$ cat src/rtl/str_decim_if.sv
// Streaming sample interface for the decimator: upstream valid/ready pair on
// the input side and downstream valid/ready pair on the output side.
//
// Handshake: a word moves across a valid/ready pair on every rising clock
// edge where valid and ready are both 1. The producer holds data and valid
// stable while valid=1 and ready=0; ready may depend combinationally on the
// consumer's state but never on the same pair's valid.
interface str_decim_if #(
  parameter int DW = 12
);
  logic signed [DW-1:0] in;
  logic                 ivalid;
  logic                 iready;
  logic signed [DW-1:0] out;
  logic                 ovalid;
  logic                 oready;

  // Block side: consumes in/ivalid and oready, produces iready/out/ovalid.
  modport slave (
    input  in,
    input  ivalid,
    input  oready,
    output iready,
    output out,
    output ovalid
  );

  // Environment side: the source/sink that surrounds the block.
  modport master (
    output in,
    output ivalid,
    output oready,
    input  iready,
    input  out,
    input  ovalid
  );
endinterface

$ cat src/rtl/str_decim.sv
// Block-mean decimator: sums N=2^LOG2N accepted samples and emits their mean
// (round-half-up or floor) once per block, with a one-deep output register.
module str_decim #(
  parameter int DW    = 12,
  parameter int LOG2N = 2,
  parameter int ROUND = 1
) (
  input  logic        clk,
  input  logic        rst,
  str_decim_if.slave  bus
);

  localparam int N  = 1 << LOG2N;
  localparam int AW = DW + LOG2N;
  localparam int CW = (LOG2N > 0) ? LOG2N : 1;
  // Half an LSB of the shifted result; zero for floor mode and for N=1.
  localparam logic [AW:0] RND = (ROUND != 0) ? (AW+1)'((1 << LOG2N) >> 1) : '0;

  logic signed [AW-1:0] r_acc;
  logic        [CW-1:0] r_cnt;
  logic signed [DW-1:0] r_out;
  logic                 r_ovalid;

  logic                 w_iready;
  logic                 w_accept;
  logic                 w_last;
  logic signed [AW:0]   w_sum;
  logic signed [AW:0]   w_rnd;
  logic signed [AW:0]   w_shift;
  logic        [DW-1:0] w_res;

  // Input handshake and end-of-block detection.
  always_comb begin
    w_iready = !r_ovalid || bus.oready;
    w_accept = bus.ivalid && w_iready;
    w_last   = (r_cnt == CW'(N - 1));
  end

  // Running sum including the current sample, then rounding and scaling.
  // One guard bit above the accumulator keeps the rounding add exact.
  always_comb begin
    w_sum   = {r_acc[AW-1], r_acc} + {{(LOG2N+1){bus.in[DW-1]}}, bus.in};
    w_rnd   = w_sum + RND;
    w_shift = w_rnd >>> LOG2N;
    w_res   = DW'(w_shift);
  end

  // Accumulator, sample counter and output register; reset wins over all.
  always_ff @(posedge clk) begin
    if (rst) begin
      r_acc    <= '0;
      r_cnt    <= '0;
      r_out    <= '0;
      r_ovalid <= 1'b0;
    end else begin
      if (r_ovalid && bus.oready) begin
        r_ovalid <= 1'b0;
      end
      if (w_accept) begin
        if (w_last) begin
          r_out    <= w_res;
          r_ovalid <= 1'b1;
          r_acc    <= '0;
          r_cnt    <= '0;
        end else begin
          r_acc <= w_sum[AW-1:0];
          r_cnt <= r_cnt + 1'b1;
        end
      end
    end
  end

  // Drive the interface outputs.
  always_comb begin
    bus.iready = w_iready;
    bus.out    = r_out;
    bus.ovalid = r_ovalid;
  end

endmodule

$ cat src/flat_wrapper.sv
// flat-port wrapper written by rule: the top's interface ports become plain ports
module str_decim_flat 
#(
  parameter int DW    = 12,
  parameter int LOG2N = 2,
  parameter int ROUND = 1
)
  (clk, rst, bus_in, bus_ivalid, bus_oready, bus_iready, bus_out, bus_ovalid);
  str_decim_if #(.DW(DW)) bus_i ();
  input  logic clk;
  input  logic rst;
  input wire logic [$bits(bus_i.in)-1:0] bus_in;
  input wire logic [$bits(bus_i.ivalid)-1:0] bus_ivalid;
  input wire logic [$bits(bus_i.oready)-1:0] bus_oready;
  output wire logic [$bits(bus_i.iready)-1:0] bus_iready;
  output wire logic [$bits(bus_i.out)-1:0] bus_out;
  output wire logic [$bits(bus_i.ovalid)-1:0] bus_ovalid;
  assign bus_i.in = bus_in;
  assign bus_i.ivalid = bus_ivalid;
  assign bus_i.oready = bus_oready;
  assign bus_iready = bus_i.iready;
  assign bus_out = bus_i.out;
  assign bus_ovalid = bus_i.ovalid;
  str_decim #(.DW(DW), .LOG2N(LOG2N), .ROUND(ROUND)) u_core (.clk(clk), .rst(rst), .bus(bus_i));
endmodule
$ cat config.mk
export PLATFORM = sky130hd
export DESIGN_NAME = str_decim_flat
export DESIGN_NICKNAME = d
export VERILOG_FILES = /design/src/rtl/str_decim_if.sv /design/src/rtl/str_decim.sv /design/src/flat_wrapper.sv
export SDC_FILE = /design/constraint.sdc
export NUM_CORES = 1
export LEC_CHECK = 0
export CAP_MARGIN = 5
export CORE_MARGIN = 2
export CORE_UTILIZATION = 40
export DETAILED_ROUTE_END_ITERATION = 12
export PLACE_DENSITY_LB_ADDON = 0.25
export SYNTH_ARGS = -nofsm -noshare
export SYNTH_HDL_FRONTEND = slang
export SYNTH_SLANG_ARGS = --single-unit
$ cat constraint.sdc
create_clock -name clk -period 3.6 [get_ports clk]
set_input_delay 0.54 -clock clk [delete_from_list [all_inputs] [get_ports clk]]
set_output_delay 0.54 -clock clk [all_outputs]
set_load 0.01 [all_outputs]
==> results of run 1 <==
## synthesized netlist by cell type, drive strengths merged, types with 8 or more instances
| cell type | number | area (µm²) |
|---|---|---|
| xor2 | 10 | 87.6 |
| ha | 15 | 188 |
| nand2 | 11 | 41.3 |
| clkbuf | 10 | 37.5 |
| dfxtp | 29 | 581 |
| inv | 8 | 30.0 |
| xnor2 | 10 | 95.1 |
| nor2 | 34 | 128 |
| o21ai | 8 | 51.3 |
| a22oi | 8 | 60.1 |
| a21oi | 21 | 109 |
## sequential cells by signal (all words and copies together), names as in the netlist
signal             cells
u_core.r_cnt           2
u_core.r_acc          14
u_core.bus.out        12
u_core.bus.ovalid      1
## worst max-delay path, cell delays in order
cell,delay [ns]
clkdlybuf4s50_1,0.46
ha_1,0.16
inv_1,0.05
fa_1,0.43
nor2b_4,0.15
o31a_4,0.16
o21ai_0,0.15
xor2_1,0.18
nand3b_1,0.19
or2_4,0.25
or4_1,0.46
a311oi_1,0.26
## cell families after synthesis
group	Yosys count	share of synthesized area
AOI/OAI and AO/OA	68	0.247
adders and majority gates	16	0.109
and+or+nand+nor	77	0.201
buffers and inverters	19	0.0374
muxes	1	0.00525
DFF	29	0.304
xor gates and xnor gates	20	0.0958
## metal layers
layer / vias up / track usage
met5: - / 0
met4: 0 / 0.0617
met3: 7 / 0.0373
met2: 26 / 0.309
met1: 819 / 0.231
li1: 906 / -
## report_power, final
group	switching [mW]	internal (mW)	leakage, nW	total (mW)
registers	0.0138	0.344	0.237	0.358
logic	0.220	0.194	0.708	0.414
clock network	0.130	0.134	0.0450	0.263
total	0.363	0.672	0.990	1.04
## final timing paths
path	from	endpoint	slack [ns]	cells past startpoint
worst max-delay path	bus_in[0]	u_core.bus.out[10]	0.35	12
worst min-delay path	u_core.bus.out[0]	u_core.bus.out[0]	0.46	2
worst max register to register	u_core.r_acc[0]	u_core.bus.out[10]	0.73	11
worst min register to register	u_core.bus.out[0]	u_core.bus.out[0]	0.46	2
## cell type report
cell class | count | area (µm²)
multi-input combinational | 182 | 1250
timing repair buffer | 43 | 395
sequential | 29 | 581
clock inverter | 2 | 10.0
clock buffer | 6 | 72.6
inverter | 8 | 30.0
fill | 484 | 2250
tap | 54 | 67.6
## per-stage QoR
| stage | util | worst slack [ns] |
|---|---|---|
| 2_1_floorplan | - | 0.614 |
| 3_3_place_gp | 0.500 | 0.134 |
| 3_5_place_dp | 0.500 | 0.0385 |
| 4_1_cts | 0.517 | 0.333 |
| 5_1_grt | 0.517 | 0.174 |
| 6_report | 0.517 | 0.348 |
==> flow_metrics.py, run 1 <==
metrics = {
    "route": {
        "avgRoutedWirePerCell_um": 13.7,
        "drc": 0,
        "drt_iter0_markers": 65,
        "wl_met2_um": 2120,
        "highest_layer": "met4",
        "drtPass1Iterations": 4,
        "wl_met3_um": 136,
        "drt-total-wl_um": 4430,
        "wl_met1_um": 2110,
        "vias": 1758,
        "via_per_inst": 5.43,
        "drt.antenna.violating_nets": 0,
    },
    "setup_path": {
        "critical_path.startpoint_type": "input port",
        "arrival_ns": 3.44,
        "crit_fanout": 4,
        "path_class": "input port to flop",
        "cp-end-kind": "flop",
        "cp.required_ns": 3.79,
    },
    "layout": {
        "fin_area_um2": 2410,
        "final_common_cell": "nor2_1",
        "layout.cells.most_common_list": "nor2_1, clkdlybuf4s50_1, dfxtp_1",
        "antenna_cells": 0,
        "nets": 301,
        "fin_cells": 324,
        "final_layout_size_suffix_gt1_frac": 0.104,
        "areaGrowthSynthToFinish_pct": 26.4,
    },
    "floorplanning": {
        "io_pins": 30,
        "core-area_um2": 4660,
        "die_x_um": 73.0,
        "initial_core_util": 0.409,
        "dieArea_um2": 5340,
        "fp-row-count": 25,
        "die_h_um": 73.0,
    },
    "yosys": {
        "syn_area_um2": 1910,
        "synth-async-reset-ratio": 0,
        "synth-edff-count": 0,
        "syn_inst": 230,
        "syn_nets": 262,
        "ys_seq_elements": 29,
        "synth.yosys.warnings": 0,
        "seq_area_frac_synth": 0.304,
        "synthFlopType": "dfxtp_1",
        "syn_area_per_cell_um2": 8.29,
        "synth_cell_types": 44,
    },
    "power_and_ir_drop": {
        "finalPower_mw": 1.04,
        "ir_drop_mv": 0.242,
        "p_per_area_nw_per_um2": 429,
        "p_leak_nw": 0.990,
    },
    "grt": {
        "grt_max_degree": 19,
        "grt_pass1_vias": 1652,
        "grt_use_total": 0.183,
        "grt_antenna_before_repair": 0,
        "grt-ovfl-total": 0,
        "grt_pass1_wl_um": 7630,
    },
    "clock_tree": {
        "path_clk_slew_ns": 0.07,
        "cts_hold_buffers": 0,
        "h-tree-depth": 2,
        "tritoncts": "built",
        "clk_latency_ns": 0.28,
        "cts_made_buffers": 5,
        "root_buffer": "clkbuf_8",
        "cts_resized": 0,
        "cts_setup_buffers": 0,
        "clock_path_buffers": 2,
        "clock-sinks": 29,
    },
    "timing": {
        "fin_skew_ns": 0.00426,
        "slew_violations": 0,
        "whs_ns": 0.460,
        "slew_headroom": 0.667,
        "tns_ns": 0,
        "fmax_mhz": 308,
        "finalCriticalPeriod_ns": 3.25,
        "rsz0062_at_grt": "false",
        "finalCritPeriodShare": 0.903,
        "final_hold_viol_count": 0,
        "setup_viol": 0,
        "tightest_slew_ns": 0.499,
    },
    "placement": {
        "portBuffers": 29,
        "gp_congestion": 0.848,
        "placedCellCount": 316,
        "hpwl_um": 3370,
        "dpl-instance-area_um2": 2330,
    },
    "min_path": {
        "hp-class": "flop to flop",
    },
    "run_status": {
        "status": "completed",
    },
    "job": {
        "cap_violations": 0,
    },
}
No activity file was read; power rests on OpenSTA's default activity.
==> run 2, diff against run 1 <==
--- a/config.mk
+++ b/config.mk
@@ -7,7 +7,7 @@
 export LEC_CHECK = 0
 export CAP_MARGIN = 5
 export CORE_MARGIN = 2
-export CORE_UTILIZATION = 40
+export CORE_UTILIZATION = 54
 export DETAILED_ROUTE_END_ITERATION = 12
 export PLACE_DENSITY_LB_ADDON = 0.25
 export SYNTH_ARGS = -nofsm -noshare
==> run 2 against run 1 <==
  * Die area is 25% lower
  * Clock power rose by 7%
  * Via count is 0.23% higher
  * Count of clock-buffer cells in the layout increased by 1
  * Sequential power hardly changed
  * Combinational power fell by 2%
  * First-iteration DRC count is 37% higher
  * Worst hold slack worse by 0.0037 ns
  * Critical path type unchanged
==> flow_metrics.py, run 2 (synthesized netlist as in run 1, its figures left out) <==
metrics = {
    "floorplanning": {
        "core-area_um2": 3360,
        "io_pins": 30,
        "die_h_um": 63.4,
        "die_x_um": 63.4,
        "dieArea_um2": 4020,
        "fp-row-count": 21,
        "initial_core_util": 0.567,
    },
    "layout": {
        "antenna_cells": 0,
        "areaGrowthSynthToFinish_pct": 24.9,
        "layout.cells.most_common_list": "nor2_1, clkdlybuf4s50_1, dfxtp_1",
        "nFillCells": 309,
        "final_layout_size_suffix_gt1_frac": 0.0936,
        "largest_reg_flops": 14,
        "nets": 298,
        "final_common_cell": "nor2_1",
        "largest-register": "u_core.r_acc",
    },
    "setup_path": {
        "timing.rr.end": "u_core.bus.out[10]",
        "timing.rr.start": "u_core.r_acc[0]",
        "ff2ff_setup_slack_ns": 0.78,
        "cp.required_ns": 3.85,
        "slowest_delay_ns": 0.46,
        "path_class": "input port to flop",
        "cp-end-kind": "flop",
        "critical_path.startpoint_type": "input port",
        "arrival_ns": 3.40,
        "slowest_stage": "clkdlybuf4s50_1",
        "cp_cell_sequence": "clkdlybuf4s50_1, ha_1, inv_1, fa_1, nor2b_4, o31a_4, o21ai_0, xor2_1, nand3b_1, or2_4, or4_1, a311oi_1",
        "reg2regPathDepth": 11,
        "crit_fanout": 4,
    },
    "timing": {
        "finalCriticalPeriod_ns": 3.15,
        "tns_ns": 0,
        "setup_viol": 0,
        "rsz0062_at_grt": "false",
        "finalCritPeriodShare": 0.874,
        "tightest_slew_ns": 0.693,
        "final_hold_viol_count": 0,
        "slew_violations": 0,
        "fin_skew_ns": 0.00590,
        "slew_headroom": 0.538,
        "fmax_mhz": 318,
    },
    "power_and_ir_drop": {
        "sw_frac_of_total": 0.332,
        "pwr-share-comb": 0.389,
        "finalPower_mw": 1.04,
        "p_per_area_nw_per_um2": 439,
        "ir_drop_mv": 0.306,
        "p_switching_mw": 0.346,
        "seq_power_share": 0.342,
        "p_leak_nw": 0.975,
        "clockPowerShare": 0.269,
        "internal_power_mw": 0.698,
    },
    "min_path": {
        "hold_depth": 2,
        "hold_path.startpoint": "u_core.bus.out[0]",
        "hp-class": "flop to flop",
        "hold_path_end": "u_core.bus.out[0]",
    },
    "placement": {
        "hpwl_um": 3080,
        "gp_congestion": 0.865,
        "portBuffers": 29,
    },
    "grt": {
        "grt_max_degree": 32,
        "grt_pass1_wl_um": 7480,
        "grt-ovfl-total": 0,
        "grt_pass1_vias": 1747,
        "grt_use_total": 0.234,
        "grt_antenna_before_repair": 0,
    },
    "clock_tree": {
        "cts_made_buffers": 5,
        "clk_latency_ns": 0.33,
        "cts_resized": 0,
        "clock_path_buffers": 2,
        "h-tree-depth": 2,
        "cts_setup_buffers": 0,
        "clock-sinks": 29,
        "root_buffer": "clkbuf_4",
        "cts_hold_buffers": 0,
        "path_clk_slew_ns": 0.09,
        "tritoncts": "built",
    },
    "route": {
        "drt_iter0_markers": 89,
        "vias": 1762,
        "avgRoutedWirePerCell_um": 13.3,
        "drc": 0,
        "drt-total-wl_um": 4150,
        "via_per_inst": 5.63,
        "drt.antenna.violating_nets": 0,
        "drtPass1Iterations": 4,
    },
    "run_status": {
        "status": "completed",
    },
    "job": {
        "cap_violations": 0,
    },
}
run 2: cell count changes in the layout (fill, tap and decap cells not counted), sizes merged:
cell / delta
clkinv: -2
buf: -3
bufinv: +1
clkbuf: +1
run 2: per-layer routing:
metal	global-route usage	up-vias	share of wire
met1	0.279	808	0.45
li1	-	900	-
met5	0	-	0
met4	0.114	0	0.030
met3	0.0607	14	0.043
met2	0.388	40	0.48
run 2: final cells by class:
cell class                      instances  area, µm²  share of cell area
Timing Repair Buffer                   40        373               0.157
Tap cell                               46       57.6              0.0242
Clock buffer                            7       55.1              0.0231
Multi-Input combinational cell        182       1250               0.527
Clock inverter                          1       30.0              0.0126
Inverter                                8       30.0              0.0126
Sequential cell                        29        581               0.244
run 2: power groups by stage:
stage	combinational, mW	sequential [mW]	clock, mW
6_report	0.406	0.357	0.281
5_1_grt	0.453	0.360	0.303
2_1_floorplan	0.285	0.362	0
3_3_place_gp	0.397	0.363	0
4_1_cts	0.405	0.357	0.286
3_5_place_dp	0.403	0.364	0
run 2: critical path, delay by kind of cell:
kind,cells,cell delay (ns)
and+or+nand+nor,4,1.05
adders and majority gates,2,0.58
AOI/OAI and AO/OA,3,0.53
buffers and inverters,2,0.51
xor gates and xnor gates,1,0.18
run 2: per-stage QoR:
| step | cells | utilization | hold slack, ns | cell area (µm²) | setup WS [ns] |
|---|---|---|---|---|---|
| 6_report | 313 | 0.708 | 0.457 | 2380 | 0.452 |
| 2_1_floorplan | 230 | - | 0.436 | 1910 | 0.614 |
| 3_3_place_gp | 305 | 0.683 | 0.444 | 2300 | 0.140 |
| 5_1_grt | 313 | 0.708 | 0.493 | 2380 | 0.298 |
| 4_1_cts | 313 | 0.708 | 0.459 | 2380 | 0.455 |
| 3_5_place_dp | 305 | 0.683 | 0.446 | 2300 | 0.105 |
run 2: worst max path at each step:
stage	cells after the start	endpoint	start
after floorplan	11	u_core.bus.out[10]	bus_in[0]
after global placement	12	u_core.bus.out[10]	bus_in[0]
after detailed placement	12	u_core.bus.out[10]	bus_in[0]
after CTS	12	u_core.bus.out[10]	bus_in[0]
after global routing	12	u_core.bus.out[10]	bus_in[0]
final	12	u_core.bus.out[10]	bus_in[0]
==> run 3, diff against run 2 <==
--- a/config.mk
+++ b/config.mk
@@ -10,6 +10,7 @@
 export CORE_UTILIZATION = 54
 export DETAILED_ROUTE_END_ITERATION = 12
 export PLACE_DENSITY_LB_ADDON = 0.25
+export REMOVE_ABC_BUFFERS = 1
 export SYNTH_ARGS = -nofsm -noshare
 export SYNTH_HDL_FRONTEND = slang
 export SYNTH_SLANG_ARGS = --single-unit
==> run 3 against run 2 <==
  * Die area unchanged
  * Worst setup slack worse by 0.051 ns
  * Power down 9.0%
  * Global-route usage down 0.34 points
==> flow_metrics.py, run 3 (synthesized netlist as in run 1, its figures left out) <==
metrics = {
    "clock_tree": {
        "h-tree-depth": 2,
        "tritoncts": "built",
        "path_clk_slew_ns": 0.10,
        "cts_made_buffers": 5,
        "clock_path_buffers": 2,
        "cts_resized": 0,
        "clk_latency_ns": 0.33,
        "clock-sinks": 29,
        "cts_setup_buffers": 0,
        "cts_hold_buffers": 0,
        "root_buffer": "clkbuf_4",
    },
    "setup_path": {
        "timing.rr.end": "u_core.bus.out[10]",
        "worstSetupEndpoint": "u_core.bus.out[10]",
        "crit_fanout": 4,
        "cp_cell_sequence": "clkdlybuf4s50_1, ha_1, inv_1, fa_1, nor2b_4, o31a_4, o21ai_0, xor2_1, nand3b_1, or2_4, or4_1, a311oi_1",
        "cp.required_ns": 3.85,
        "cp-end-kind": "flop",
        "timing.rr.start": "u_core.r_acc[0]",
        "reg2regPathDepth": 11,
        "critPathLaunch": "bus_in[0]",
        "slowest_delay_ns": 0.46,
        "arrival_ns": 3.45,
        "ff2ff_setup_slack_ns": 0.72,
        "critical_path.startpoint_type": "input port",
        "slowest_stage": "clkdlybuf4s50_1",
        "path_class": "input port to flop",
    },
    "floorplanning": {
        "io_pins": 30,
        "initial_core_util": 0.567,
        "die_x_um": 63.4,
        "core-area_um2": 3360,
        "dieArea_um2": 4020,
        "fp-row-count": 21,
        "die_h_um": 63.4,
    },
    "grt": {
        "grt_pass1_vias": 1646,
        "grt_max_degree": 24,
        "grt_pass1_wl_um": 7290,
        "grt_antenna_before_repair": 0,
        "grt_use_total": 0.230,
        "grt-ovfl-total": 0,
    },
    "layout": {
        "antenna_cells": 0,
        "final_layout_size_suffix_gt1_frac": 0.0936,
        "layout.cells.most_common_list": "nor2_1, clkdlybuf4s50_1, dfxtp_1",
        "nFillCells": 309,
        "fin_cells": 313,
        "final_common_cell": "nor2_1",
        "areaGrowthSynthToFinish_pct": 23.1,
        "nets": 298,
        "largest_reg_flops": 14,
        "largest-register": "u_core.r_acc",
        "final_util": 0.698,
    },
    "timing": {
        "slew_violations": 0,
        "whs_ns": 0.463,
        "setup_viol": 0,
        "fin_skew_ns": 0.00486,
        "slew_headroom": 0.520,
        "rsz0062_at_grt": "false",
        "tightest_slew_ns": 0.717,
        "finalCritPeriodShare": 0.889,
        "final_hold_viol_count": 0,
        "tns_ns": 0,
        "finalCriticalPeriod_ns": 3.20,
        "fmax_mhz": 313,
    },
    "route": {
        "drt_iter0_markers": 80,
        "drtPass1Iterations": 4,
        "drc": 0,
        "via_per_inst": 5.63,
        "drt.antenna.violating_nets": 0,
        "drt-total-wl_um": 4280,
        "avgRoutedWirePerCell_um": 13.7,
        "vias": 1761,
    },
    "min_path": {
        "hp-class": "flop to flop",
    },
    "job": {
        "cap_violations": 0,
    },
    "placement": {
        "portBuffers": 29,
        "gp_congestion": 0.877,
        "hpwl_um": 3230,
        "placedCellCount": 305,
    },
    "run_status": {
        "status": "completed",
    },
    "power_and_ir_drop": {
        "p_per_area_nw_per_um2": 405,
        "ir_drop_mv": 0.228,
        "p_leak_nw": 0.962,
    },
}
## run 3: cell types whose count changed in the layout (fill, tap and decap cells not counted)
cell / previous run / this run
bufinv_16: 1 / 0
clkbuf_8: 1 / 0
clkinv_2: 0 / 2
## run 3: stage by stage
| stage | area [µm²] | setup WS [ns] | total power [mW] |
|---|---|---|---|
| final | 2350 | 0.401 | 0.950 |
| after detailed placement | 2300 | 0.0620 | 0.763 |
| after global placement | 2300 | 0.125 | 0.759 |
| after global routing | 2350 | 0.246 | 1.02 |
| after CTS | 2350 | 0.403 | 0.957 |
| after floorplan | 1870 | 0.614 | 0.642 |
## run 3: layer usage
layer	vias up	part of all wire	track usage
met2	34	0.50	0.411
met5	-	0	0
met3	9	0.040	0.0411
met1	822	0.45	0.268
li1	896	-	-
met4	0	0.014	0.0978
## run 3: worst max-delay path: cells and delay by family
family | cells | cell delay [ns]
adder cells (fa/ha/maj) | 2 | 0.59
AND/OR/NAND/NOR | 4 | 1.08
AO/OA/AOI/OAI | 3 | 0.56
XOR/XNOR | 1 | 0.19
buffers and inverters | 2 | 0.51
## run 3: area by class of cell
class                   count  area, µm²  area share
multi-input cells         182       1250       0.535
flip-flops and latches     29        581       0.247
repair buffers             40        373       0.159
well taps                  46       57.6      0.0245
clock buffers               6       41.3      0.0176
inverters                   8       30.0      0.0128
clock inverters             2       10.0     0.00426
## run 3: worst min-delay path by stage
| stage | from | to | slack (ns) | depth (start not counted) |
|---|---|---|---|---|
| floorplan | u_core.r_acc[10] | u_core.r_acc[10] | 0.43 | 2 |
| global placement | u_core.r_cnt[1] | u_core.r_cnt[1] | 0.45 | 2 |
| detailed placement | u_core.bus.out[0] | u_core.bus.out[0] | 0.46 | 2 |
| CTS | u_core.bus.out[0] | u_core.bus.out[0] | 0.47 | 2 |
| global route | u_core.bus.out[0] | u_core.bus.out[0] | 0.49 | 2 |
| finish | u_core.bus.out[0] | u_core.bus.out[0] | 0.46 | 2 |
## run 3: power by group
| group | total [mW] | internal, mW | leakage [nW] | switching, mW |
|---|---|---|---|---|
| Sequential | 0.357 | 0.344 | 0.237 | 0.0134 |
| Combinational | 0.402 | 0.188 | 0.693 | 0.213 |
| Clock | 0.191 | 0.0742 | 0.0320 | 0.117 |
| Total | 0.950 | 0.606 | 0.962 | 0.344 |
